--- src/rtl/fetch_pkg.sv ---
// Shared types for the instruction-fetch front end.
// Line entries carry the captured line plus its base address and entry word.
package fetch_pkg;

  typedef logic [127:0] line_t;
  typedef logic [31:0]  instr_t;

  typedef struct packed {
    line_t       line;
    logic [31:0] base;
    logic [1:0]  start;
  } line_entry_t;

  typedef enum logic {
    FETCH = 1'b0,
    HALT  = 1'b1
  } fetch_state_e;

  localparam logic [31:0] PC_UPPER_ADDR = 32'h3FF;

endpackage

--- src/rtl/line_fifo.sv ---
// Small synchronous FIFO of captured cache lines with flush.
// The entry behind the head is exposed so its start word is known early.
module line_fifo
  import fetch_pkg::*;
#(
  parameter int DEPTH = 2,
  localparam int AW = $clog2(DEPTH),
  localparam int CW = $clog2(DEPTH + 1)
) (
  input  logic          clk,
  input  logic          rst,
  input  logic          flush,
  input  logic          push,
  input  line_entry_t   push_data,
  input  logic          pop,
  output line_t         head_line,
  output logic [31:0]   head_base,
  output logic [1:0]    next_start,
  output logic [CW-1:0] count,
  output logic          full,
  output logic          empty
);

  line_entry_t   mem [DEPTH];
  logic [AW-1:0] wr_ptr;
  logic [AW-1:0] rd_ptr;
  logic          do_push;
  logic          do_pop;

  assign full    = (count == CW'(DEPTH));
  assign empty   = (count == '0);
  assign do_push = push && !full && !flush;
  assign do_pop  = pop && !empty && !flush;

  assign head_line  = mem[rd_ptr].line;
  assign head_base  = mem[rd_ptr].base;
  assign next_start = mem[rd_ptr + AW'(1)].start;

  always_ff @(posedge clk) begin
    if (do_push) begin
      mem[wr_ptr] <= push_data;
    end
  end

  always_ff @(posedge clk or posedge rst) begin
    if (rst) begin
      wr_ptr <= '0;
      rd_ptr <= '0;
      count  <= '0;
    end else if (flush) begin
      wr_ptr <= '0;
      rd_ptr <= '0;
      count  <= '0;
    end else begin
      if (do_push) begin
        wr_ptr <= wr_ptr + AW'(1);
      end
      if (do_pop) begin
        rd_ptr <= rd_ptr + AW'(1);
      end
      count <= count + CW'(do_push) - CW'(do_pop);
    end
  end

endmodule

--- src/rtl/fetch_requester.sv ---
// Instruction-fetch requester: issues i_cache reads, buffers lines,
// and hands decode one instruction per cycle with redirect support.
module fetch_requester
  import fetch_pkg::*;
#(
  parameter logic [31:0] PC_RESET   = 32'h0000_0000,
  parameter int          LINE_DEPTH = 2
) (
  input  logic          clk,
  input  logic          rst,
  output logic [31:0]   pc_out,
  output logic          rd_en,
  output logic          abort,
  input  logic [127:0]  cache_dout,
  input  logic          cache_dout_valid,
  input  logic          redirect_valid,
  input  logic [31:0]   redirect_pc,
  output logic [31:0]   instr_out,
  output logic [31:0]   instr_pc,
  output logic          instr_valid,
  input  logic          instr_ready,
  output logic          fetch_fault
);

  localparam int CW = $clog2(LINE_DEPTH + 1);

  fetch_state_e  state_q;
  fetch_state_e  state_d;
  logic [31:0]   fetch_pc;
  logic [1:0]    slot;
  logic          fault_q;
  logic          req;

  line_t         head_line;
  logic [31:0]   head_base;
  logic [1:0]    next_start;
  logic [CW-1:0] count;
  logic          full;
  logic          empty;

  logic          capture;
  logic          miss;
  logic          pop_beat;
  logic          line_pop;
  line_entry_t   push_data;

  always_comb begin
    state_d = state_q;
    req     = 1'b0;
    abort   = 1'b0;
    if (!rst) begin
      abort = redirect_valid;
      unique case (state_q)
        FETCH: begin
          req = !full && !redirect_valid;
          if (req && !cache_dout_valid) begin
            state_d = HALT;
          end
        end
        HALT: begin
          req = 1'b0;
        end
        default: begin
          req = 1'b0;
        end
      endcase
      if (redirect_valid) begin
        state_d = FETCH;
      end
    end
  end

  assign rd_en   = req;
  assign pc_out  = fetch_pc;
  assign capture = req && cache_dout_valid;
  assign miss    = req && !cache_dout_valid;

  assign pop_beat = !empty && instr_ready && !redirect_valid;
  assign line_pop = pop_beat && (slot == 2'd3);

  assign push_data = '{
    line:  cache_dout,
    base:  {fetch_pc[31:4], 4'b0000},
    start: fetch_pc[3:2]
  };

  line_fifo #(
    .DEPTH(LINE_DEPTH)
  ) u_line_fifo (
    .clk       (clk),
    .rst       (rst),
    .flush     (redirect_valid),
    .push      (capture),
    .push_data (push_data),
    .pop       (line_pop),
    .head_line (head_line),
    .head_base (head_base),
    .next_start(next_start),
    .count     (count),
    .full      (full),
    .empty     (empty)
  );

  assign instr_valid = !empty;
  assign instr_out   = empty ? '0 : head_line[{slot, 5'b00000} +: 32];
  assign instr_pc    = empty ? '0 : head_base + {28'd0, slot, 2'b00};
  assign fetch_fault = fault_q;

  always_ff @(posedge clk or posedge rst) begin
    if (rst) begin
      state_q <= FETCH;
    end else begin
      state_q <= state_d;
    end
  end

  always_ff @(posedge clk or posedge rst) begin
    if (rst) begin
      fetch_pc <= PC_RESET;
      fault_q  <= 1'b0;
    end else if (redirect_valid) begin
      fetch_pc <= redirect_pc;
      fault_q  <= 1'b0;
    end else if (capture) begin
      fetch_pc <= {fetch_pc[31:4], 4'b0000} + 32'd16;
    end else if (miss) begin
      fault_q  <= 1'b1;
    end
  end

  // A newly pushed line becomes head when the queue is or goes empty.
  always_ff @(posedge clk or posedge rst) begin
    if (rst) begin
      slot <= 2'd0;
    end else if (redirect_valid) begin
      slot <= 2'd0;
    end else if (pop_beat) begin
      if (slot != 2'd3) begin
        slot <= slot + 2'd1;
      end else if (count > CW'(1)) begin
        slot <= next_start;
      end else if (capture) begin
        slot <= push_data.start;
      end else begin
        slot <= 2'd0;
      end
    end else if (empty && capture) begin
      slot <= push_data.start;
    end
  end

endmodule

--- config.mk ---
export PLATFORM = sky130hd
export DESIGN_NAME = fetch_requester
export DESIGN_NICKNAME = d
export VERILOG_FILES = /design/src/rtl/fetch_pkg.sv /design/src/rtl/line_fifo.sv /design/src/rtl/fetch_requester.sv
export SDC_FILE = /design/constraint.sdc
export NUM_CORES = 1
export LEC_CHECK = 0
export ABC_AREA = 1
export BUFFER_PORTS_ARGS = -buffer_cell sky130_fd_sc_hd__buf_2
export CORE_ASPECT_RATIO = 0.7
export CORE_UTILIZATION = 30
export CTS_BUF_LIST = sky130_fd_sc_hd__clkbuf_8
export DETAILED_ROUTE_END_ITERATION = 6
export GPL_ROUTABILITY_DRIVEN = 1
export PLACE_DENSITY_LB_ADDON = 0.3
export SLEW_MARGIN = 20
export SYNTH_ARGS = -nofsm -noshare
export SYNTH_HDL_FRONTEND = slang
export SYNTH_SLANG_ARGS = --single-unit
--- constraint.sdc ---
create_clock -name clk -period 7.66 [get_ports clk]
set_input_delay 0.766 -clock clk [delete_from_list [all_inputs] [get_ports clk]]
set_output_delay 0.766 -clock clk [all_outputs]
set_load 0.005 [all_outputs]
==> flow_summary.yaml, run 1 <==
global_route:
  grt_pass1_wl_microns: 61900
  grt.busiest_layer: "met2"
  grt_use_met1_pct: 23.2
  grt_max_degree: 160
  grtUsageMet3_pct: 3.74
  grt_use_total_pct: 16.3
  overflow: 0
  grt_use_met2_pct: 24.3
  grt_pass1_vias: 10300
  antenna_found_initial: 5
floorplanning:
  io_pins: 265
  coreArea_sq_um: 48200
  die_w_microns: 267
  start_util_pct: 30.7
  row_count: 67
  die_y_microns: 188
  floorplan.die_area_sq_um: 50200
clocking:
  clock_latency_ns: 0.62
  cts_root_buf: "clkbuf_8"
  clockBufferDepth: 3
  cts_tree: "yes"
  post_cts_resized: 0
  clock_sinks: 356
  cts.clk_slew.worst_paths_ns: 0.06
  htreeDepth: 2
  cts_buffers: 58
  ctsHoldBuffers: 0
  post_cts_buffers: 0
run_status:
  outcome: "complete, no violations"
placed_design:
  dp_hpwl_microns: 24900
  portBuffers: 262
  place.gp.congestion: 0.831
  placed_area_sq_um: 16700
worst_setup_path:
  cp-end-kind: "primary output"
  crit_type: "reg2out"
  cp.arrival_ns: 3.68
  reg2reg_slack_ns: 4.01
  reg2regPathDepth: 9
  worstSetupStartpointType: "flop"
  r2r_start: "u_line_fifo.count[1]$_DFF_PP0_"
  reg2reg_to: "u_line_fifo.count[1]$_DFF_PP0_"
  critPathMaxFanout: 87
  crit_required_ns: 6.89
job:
  drv_cap: 0
final_layout:
  final_common_cell: "edfxtp_1"
  utilization_pct: 36.9
  regArea_sq_um: 10500
  area_growth_pct: 20.5
  fin_nets: 1748
  post-route-cell-area_sq_um: 17800
  drive_above_1_share_pct: 22.7
  multiInputGateArea_sq_um: 3780
  final_cell_mix: "316 x edfxtp_1, 292 x nand2_1, 262 x buf_2, 183 x nor2_1, 146 x o21ai_0"
  nFillCells: 4769
route:
  drt-wirelength-per-cell_microns: 18.3
  via_count: 10800
  ant_nets: 0
  drt-total-wl_microns: 41600
  avgViaCountPerCell: 4.74
  firstDrtPassIters: 4
  drt_iter0_drc: 740
  drc_errors: 0
power:
  p_leak_nw: 7.07
  power_density_nw_per_um2: 233
  vdd_drop_max_v: 0.000104
  finalPower_mw: 4.14
sta:
  tightest_slew_ns: 1.05
  fmax_mhz: 225
  post-route-period-util_pct: 58.0
  min_period_ns: 4.44
  setup_viol: 0
  rsz0062_at_grt: "no"
  slew_headroom_pct: 30.2
  fin_skew_ns: 0.0229
  report.final.slew_viol_count: 0
  whs_ns: 0.328
  setup-tns-final_ns: 0
  finalHoldViolations: 0
synthesis:
  seq_area_frac_synth_pct: 71.0
  synth_flop_cell: "edfxtp_1"
  syn_inst: 1316
  synth_edf_count: 316
  synth.avg_cell_area_sq_um: 11.2
  async_reset_ff_share_pct: 11.2
  ys.warnings.count: 0
  synth_cell_types: 30
  ys_ff_latch: 356
  syn-cell-area_sq_um: 14800
worst_hold_path:
  worstHoldPathType: "in2async"
logic make-up (layout without fill, tap and decap cells):
kind of cell / count (synthesis) / after routing / share of synthesized area, %
simple gates: 560 / 560 / 15.2
flops: 356 / 356 / 71.0
compound gates: 256 / 256 / 9.40
buf+inv: 132 / 433 / 3.63
xor+xnor: 7 / 7 / 0.415
fa+ha+maj: 4 / 4 / 0.339
other cells: 1 / 3 / 0.0254
state kept, by name, summed over array words and instances, names as in the netlist:
name and cells:
state_q 1, u_line_fifo.wr_ptr 1, pc_out 32, fetch_fault 1, u_line_fifo.rd_ptr 1, u_line_fifo.count 2, slot 2, u_line_fifo.mem 316
how the worst max path moves through the flow:
stage | endpoint | cells after the start | slack [ns] | from
global route | instr_out[18] | 7 | 2.86 | u_line_fifo.rd_ptr$_DFFE_PP0P_
floorplan | u_line_fifo.mem[0][0]$_DFFE_PP_ | 5 | 1.83 | rst
finish | instr_out[21] | 7 | 3.22 | u_line_fifo.rd_ptr$_DFFE_PP0P_
CTS | instr_out[25] | 7 | 3.08 | u_line_fifo.rd_ptr$_DFFE_PP0P_
global placement | instr_out[25] | 7 | 3.83 | u_line_fifo.rd_ptr$_DFFE_PP0P_
detailed placement | instr_out[25] | 7 | 3.78 | u_line_fifo.rd_ptr$_DFFE_PP0P_
area by class of cell:
type	instances	area share (%)
Sequential cell	356	58.9
Multi-Input combinational cell	829	21.2
Timing Repair Buffer	274	8.01
Clock buffer	64	4.95
Tap cell	655	4.60
Inverter	60	1.29
Clock inverter	35	0.977
Antenna cell	1	0.0141
per-stage QoR:
stage               std cells  setup WS, ns
floorplan                1317          1.83
global placement         2173          3.83
detailed placement       2173          3.78
CTS                      2272          3.08
global route             2274          2.86
finish                   2274          3.22
cells in the mapped netlist (18+ instances only):
cell	n	share of area, %
a21oi_1	35	1.2
buf_2	18	0.61
clkbuf_1	45	1.1
dfrtp_1	40	6.8
edfxtp_1	316	64
inv_1	57	1.4
nand2_1	292	7.4
nand3_1	69	2.3
nor2_1	186	4.7
o21ai_0	146	4.9
o22ai_1	64	2.7
report_power, final:
part           switching (mW)  internal [mW]
Clock                   0.754          0.792
Combinational           0.230          0.127
Sequential             0.0567           2.18
Total                    1.04           3.10
critical path: stages, from the launching register on:
cell	delay [ns]
dfrtp_4	0.74
inv_4	0.79
buf_4	0.75
o21ai_0	0.17
o22ai_1	0.21
nand3_1	0.10
nand2_1	0.10
buf_2	0.11
per-layer routing:
| layer | wire length, microns | vias up |
|---|---|---|
| li1 | - | 5132 |
| met5 | 41 | - |
| met4 | 987 | 6 |
| met2 | 18300 | 316 |
| met3 | 2640 | 78 |
| met1 | 19600 | 5245 |
Power figures use the tool's default switching activity.
==> run 2: changes to the inputs <==
- ABC_AREA: 1 -> 0
- clock period: 7.66 -> 4.5 ns (I/O delays scaled with it)
==> run 2 against run 1 <==
  * Synthesized area decreased by 3.3%
  * Clock skew grew 0.0063 ns
  * Synthesized cell count shrank 38%
  * Critical endpoint is now instr_out[10]
==> flow_summary.yaml, run 2 <==
run_status:
  outcome: "complete, no violations"
synthesis:
  ys.warnings.count: 0
  synth_edf_count: 316
  synth.avg_cell_area_sq_um: 17.6
  async_reset_ff_share_pct: 11.2
  synth_commonest_cells: "316 x edfxtp_1, 94 x nor2_1, 64 x mux4_2, 63 x mux2i_1, 40 x dfrtp_1"
  syn-cell-area_sq_um: 14300
  yosysTopAreaCellShare_pct: 66.4
  synth_flop_cell: "edfxtp_1"
  synthTopCellsByArea: "edfxtp_1 66%, mux4_2 10%, dfrtp_1 7.0%"
  syn_inst: 812
  synth_cell_types: 48
  synth_most_common_cell: "edfxtp_1"
  ys_ff_latch: 356
  seq_area_frac_synth_pct: 73.4
  yosys.area.top_type: "edfxtp_1"
final_layout:
  final_cell_mix: "316 x edfxtp_1, 262 x buf_2, 137 x dlygate4sd3_1, 93 x nor2_1, 64 x mux4_2"
  utilization_pct: 40.5
  post-route-cell-area_sq_um: 18900
  drive_above_1_share_pct: 33.8
  final_common_cell: "edfxtp_1"
  area_growth_pct: 32.5
  fin_nets: 1417
  nFillCells: 4325
  largest_register_ffs: 316
  top_register: "u_line_fifo.mem"
route:
  ant_nets: 0
  drc_errors: 0
  drt-total-wl_microns: 36500
  avgViaCountPerCell: 4.65
  drt-wirelength-per-cell_microns: 19.1
  firstDrtPassIters: 5
  via_count: 8868
  drt_iter0_drc: 641
sta:
  setup_slack_ns: 1.19
  min_period_ns: 3.31
  slew_headroom_pct: 40.0
  post-route-period-util_pct: 73.6
  finalHoldViolations: 0
  fin_skew_ns: 0.0292
  setup_viol: 0
  fmax_mhz: 302
  tightest_slew_ns: 0.900
  setup-tns-final_ns: 0
  rsz0062_at_grt: "no"
  report.final.slew_viol_count: 0
power:
  power_density_nw_per_um2: 374
  p_leak_nw: 6.83
  vdd_drop_max_v: 0.000211
  finalPower_mw: 7.09
clocking:
  clock_sinks: 356
  cts_root_buf: "clkbuf_8"
  cts_buffers: 57
  htreeDepth: 2
  post_cts_resized: 0
  cts.clk_slew.worst_paths_ns: 0.06
  clock_latency_ns: 0.62
  cts_tree: "yes"
  clockBufferDepth: 3
  ctsHoldBuffers: 137
  post_cts_buffers: 0
floorplanning:
  io_pins: 265
  coreArea_sq_um: 46700
  floorplan.die_area_sq_um: 48500
  start_util_pct: 30.6
  die_y_microns: 185
  die_w_microns: 263
  row_count: 66
global_route:
  overflow: 0
  antenna_found_initial: 2
  grt_use_total_pct: 15.1
  grt_pass1_wl_microns: 54900
  grt_max_degree: 60
  grt_pass1_vias: 9372
worst_setup_path:
  cp.arrival_ns: 2.86
  crit_required_ns: 4.05
  critPathMaxFanout: 39
  worstSetupStartpointType: "flop"
  r2r_start: "state_q$_DFFE_PP0N_"
  cp-end-kind: "primary output"
  crit_type: "reg2out"
  crit_start: "u_line_fifo.rd_ptr$_DFFE_PP0P_"
placed_design:
  dp_hpwl_microns: 23400
  portBuffers: 262
  place.gp.congestion: 0.824
  dp_slack_ns: 1.52
  placed_area_sq_um: 16500
worst_hold_path:
  min_from: "redirect_pc[9]"
  worstHoldPathType: "in2reg"
job:
  drv_cap: 0
## run 2: cell types whose count changed in the layout (fill, tap and decap cells not counted), moves of 7 or more
cell and delta:
nand2_1 -261, dlygate4sd3_1 +137, o21ai_0 -126, nor2_1 -90
mux4_2 +64, mux2i_1 +63, o22ai_1 -63, nand3_1 -53
inv_1 -43, a21oi_1 -35, a31oi_1 +16, or4_1 +12
o31ai_1 +11, nand4_1 +7
## run 2: worst paths after layout
| path | endpoint | slack [ns] | depth (start not counted) |
|---|---|---|---|
| min | pc_out[9]$_DFFE_PP0P_ | 0.07 | 3 |
| min in group asynchronous | pc_out[15]$_DFFE_PP0P_ | 0.57 | 3 |
| min reg2reg | fetch_fault$_DFFE_PP0P_ | 0.49 | 2 |
| max reg2reg | u_line_fifo.mem[0][17]$_DFFE_PP_ | 1.77 | 5 |
| max | instr_out[10] | 1.19 | 5 |
| max in group asynchronous | u_line_fifo.rd_ptr$_DFFE_PP0P_ | 3.10 | 4 |
## run 2: area by class of cell
type / instances / area (sq um) / share of cell area, %
Sequential cell: 356 / 10500 / 55.4
Multi-Input combinational cell: 401 / 3610 / 19.1
Timing Repair Buffer: 420 / 2920 / 15.4
Clock buffer: 59 / 812 / 4.29
Tap cell: 612 / 766 / 4.04
Clock inverter: 46 / 287 / 1.51
Inverter: 12 / 45.0 / 0.238
Antenna cell: 2 / 5.00 / 0.0264
## run 2: critical path: stages, from the launching register on
cell     delay, ns
dfrtp_4       0.99
buf_12        0.31
mux4_2        0.55
mux2i_1       0.15
nor2_1        0.07
buf_2         0.14
## run 2: routing by layer
metal  up-vias  track usage, %  wire length, microns
li1       4102               -                     -
met1      4428            19.7                 15900
met2       270            24.4                 17500
met3        68            3.54                  2160
met4         0            5.75                   922
met5         -               0                     0
## run 2: logic make-up (layout without fill, tap and decap cells)
| kind of cell | after synthesis | in the layout | share of synthesized area (%) |
|---|---|---|---|
| flip-flops | 356 | 356 | 73.4 |
| XOR/XNOR | 11 | 11 | 0.674 |
| other | 1 | 4 | 0.0262 |
| adder cells (fa/ha/maj) | 4 | 4 | 0.350 |
| AO/OA/AOI/OAI | 58 | 58 | 2.63 |
| buffers and inverters | 56 | 537 | 1.67 |
| AND/OR/NAND/NOR | 198 | 198 | 6.71 |
| multiplexers | 128 | 128 | 14.6 |
## run 2: per-stage QoR
stage	hold slack [ns]	std cells
floorplan	0.487	813
global placement	0.477	1664
detailed placement	0.481	1664
CTS	0.00104	1906
global route	0.0419	1908
finish	0.0669	1908
## run 2: where the power goes
group,internal [mW],leakage (nW),total [mW],switching (mW)
Combinational,0.307,2.87,0.577,0.270
Sequential,3.70,3.33,3.81,0.111
Clock,1.40,0.634,2.70,1.30
==> run 3: changes to the inputs <==
- clock period: 4.5 -> 2.8 ns (I/O delays scaled with it)
==> run 3 against run 2 <==
  * Register-to-register slack worse by 1.2 ns
  * Clock skew is 0.0062 ns lower
  * Setup slack got worse by 0.99 ns
  * Final area increased by 1.9%
  * Count of clock-buffer cells in the layout down 2
  * Core utilization increased by 0.77 points
  * Sequential cell count did not move
  * Non-clock buffer count rose by 31
  * Die area unchanged
  * Critical endpoint is now instr_out[30]
  * Largest power group unchanged
==> flow_summary.yaml, run 3 (synthesis gave the netlist of run 2 again) <==
worst_setup_path:
  crit_cells: 5
  cpMaxStageDelayCell: "mux4_2"
  crit_family: "multiplexers"
  path_cells: "buf_16, mux4_2, mux2i_1, nor2_1, buf_2"
  r2r_start: "pc_out[14]$_DFFE_PP0P_"
  critPathMaxStageDelay_ns: 0.55
  critPathMaxFanout: 34
  cp-end-kind: "primary output"
  crit_buf_inv: 2
  worstSetupStartpointType: "flop"
  reg2regPathDepth: 4
  reg2reg_slack_ns: 0.59
  crit_required_ns: 2.52
  crit_type: "reg2out"
  reg2reg_to: "pc_out[30]$_DFFE_PP0P_"
  cp.arrival_ns: 2.32
sta:
  post-route-period-util_pct: 93.0
  finalHoldViolations: 0
  fmax_mhz: 384
  rsz0062_at_grt: "no"
  fin_skew_ns: 0.0230
  min_period_ns: 2.60
  setup-tns-final_ns: 0
  setup_viol: 0
  slew_headroom_pct: 46.4
  report.final.slew_viol_count: 0
  tightest_slew_ns: 0.803
route:
  drt-total-wl_microns: 37200
  avgViaCountPerCell: 4.71
  drc_errors: 0
  drt-wirelength-per-cell_microns: 19.2
  firstDrtPassIters: 5
  ant_nets: 0
  drt_iter0_drc: 598
  via_count: 9135
final_layout:
  drive_above_1_share_pct: 32.9
  final_common_cell: "edfxtp_1"
  final_cell_mix: "316 x edfxtp_1, 262 x buf_2, 162 x dlygate4sd3_1, 93 x nor2_1, 64 x mux4_2"
  final_cells: 1939
  largest_register_ffs: 316
  post-route-cell-area_sq_um: 19300
  area_growth_pct: 35.0
  top_register: "u_line_fifo.mem"
  utilization_pct: 41.3
  fin_nets: 1448
power:
  power_density_nw_per_um2: 583
  p_leak_nw: 6.98
  vdd_drop_max_v: 0.000329
clocking:
  cts_root_buf: "clkbuf_8"
  clock_latency_ns: 0.61
  htreeDepth: 2
  cts_tree: "yes"
  clockBufferDepth: 3
  cts.clk_slew.worst_paths_ns: 0.06
  cts_buffers: 57
  clock_sinks: 356
placed_design:
  dp.cells: 1668
  placed_area_sq_um: 16600
  portBuffers: 262
  dp_hpwl_microns: 23500
  place.gp.congestion: 0.847
floorplanning:
  start_util_pct: 30.6
  die_y_microns: 185
  row_count: 66
  die_w_microns: 263
  floorplan.die_area_sq_um: 48500
  io_pins: 265
  coreArea_sq_um: 46700
worst_hold_path:
  worstHoldPathType: "in2reg"
  min_path_cells: 2
  holdPathEnd: "u_line_fifo.wr_ptr$_DFFE_PP0P_"
  min_from: "redirect_valid"
job:
  drv_cap: 0
global_route:
  overflow: 0
  grt_pass1_wl_microns: 55800
  grt_pass1_vias: 9472
  antenna_found_initial: 2
  grt_use_total_pct: 15.1
  grt_max_degree: 57
run_status:
  outcome: "complete, no violations"
[run 3: cell types whose count changed in the layout (fill, tap and decap cells not counted), moves of 2 or more]
cell	change
buf_6	+2
buf_16	+2
clkbuf_8	-2
buf_4	-4
clkinvlp_4	+2
dlygate4sd3_1	+25
clkinv_2	-6
inv_1	+6
buf_12	+6
[run 3: worst max-delay path by stage]
stage	from	end	slack, ns
finish	u_line_fifo.rd_ptr$_DFFE_PP0P_	instr_out[30]	0.20
floorplan	state_q$_DFFE_PP0N_	u_line_fifo.mem[0][0]$_DFFE_PP_	-2.31
CTS	u_line_fifo.rd_ptr$_DFFE_PP0P_	instr_out[24]	0.02
global placement	slot[0]$_DFFE_PP0P_	u_line_fifo.count[1]$_DFF_PP0_	0.65
global route	u_line_fifo.rd_ptr$_DFFE_PP0P_	instr_out[26]	0.003
detailed placement	u_line_fifo.rd_ptr$_DFFE_PP0P_	slot[0]$_DFFE_PP0P_	0.66
[run 3: power by group]
| part | switching, mW | internal (mW) |
|---|---|---|
| Combinational | 0.504 | 0.534 |
| Clock | 2.06 | 2.09 |
| Sequential | 0.122 | 5.95 |
| Total | 2.68 | 8.57 |
[run 3: per-stage QoR]
stage	setup WS, ns	hold WS [ns]	total power [mW]
after floorplan	-2.31	0.379	6.59
after global placement	0.649	0.465	7.01
after detailed placement	0.659	0.469	7.03
after CTS	0.0199	0.00296	11.4
after global routing	0.00323	0.0605	11.7
final	0.195	0.0637	11.3
[run 3: cell type report]
type,count,area (sq um)
fillers,4329,27400
flip-flops and latches,356,10500
multi-input cells,401,3610
repair buffers,451,3330
clock buffers,57,785
well taps,612,766
clock inverters,47,259
inverters,12,45.0
diodes,3,7.51
[run 3: layer usage]
layer,vias up,share of wire (%),GRT usage [%]
met1,4622,45,20.6
met5,-,0,0
met4,0,2.3,4.84
met3,72,5.3,3.38
li1,4173,-,-
met2,268,47,23.9
[run 3: timing repair]
action	4_1_cts	5_1_grt
resized for setup	1	3
pin swaps	0	0
endpoints found under the hold margin	304	0
gates cloned	0	0
hold buffers	162	0
endpoints found under the setup margin	1	3
buffers inserted	0	2
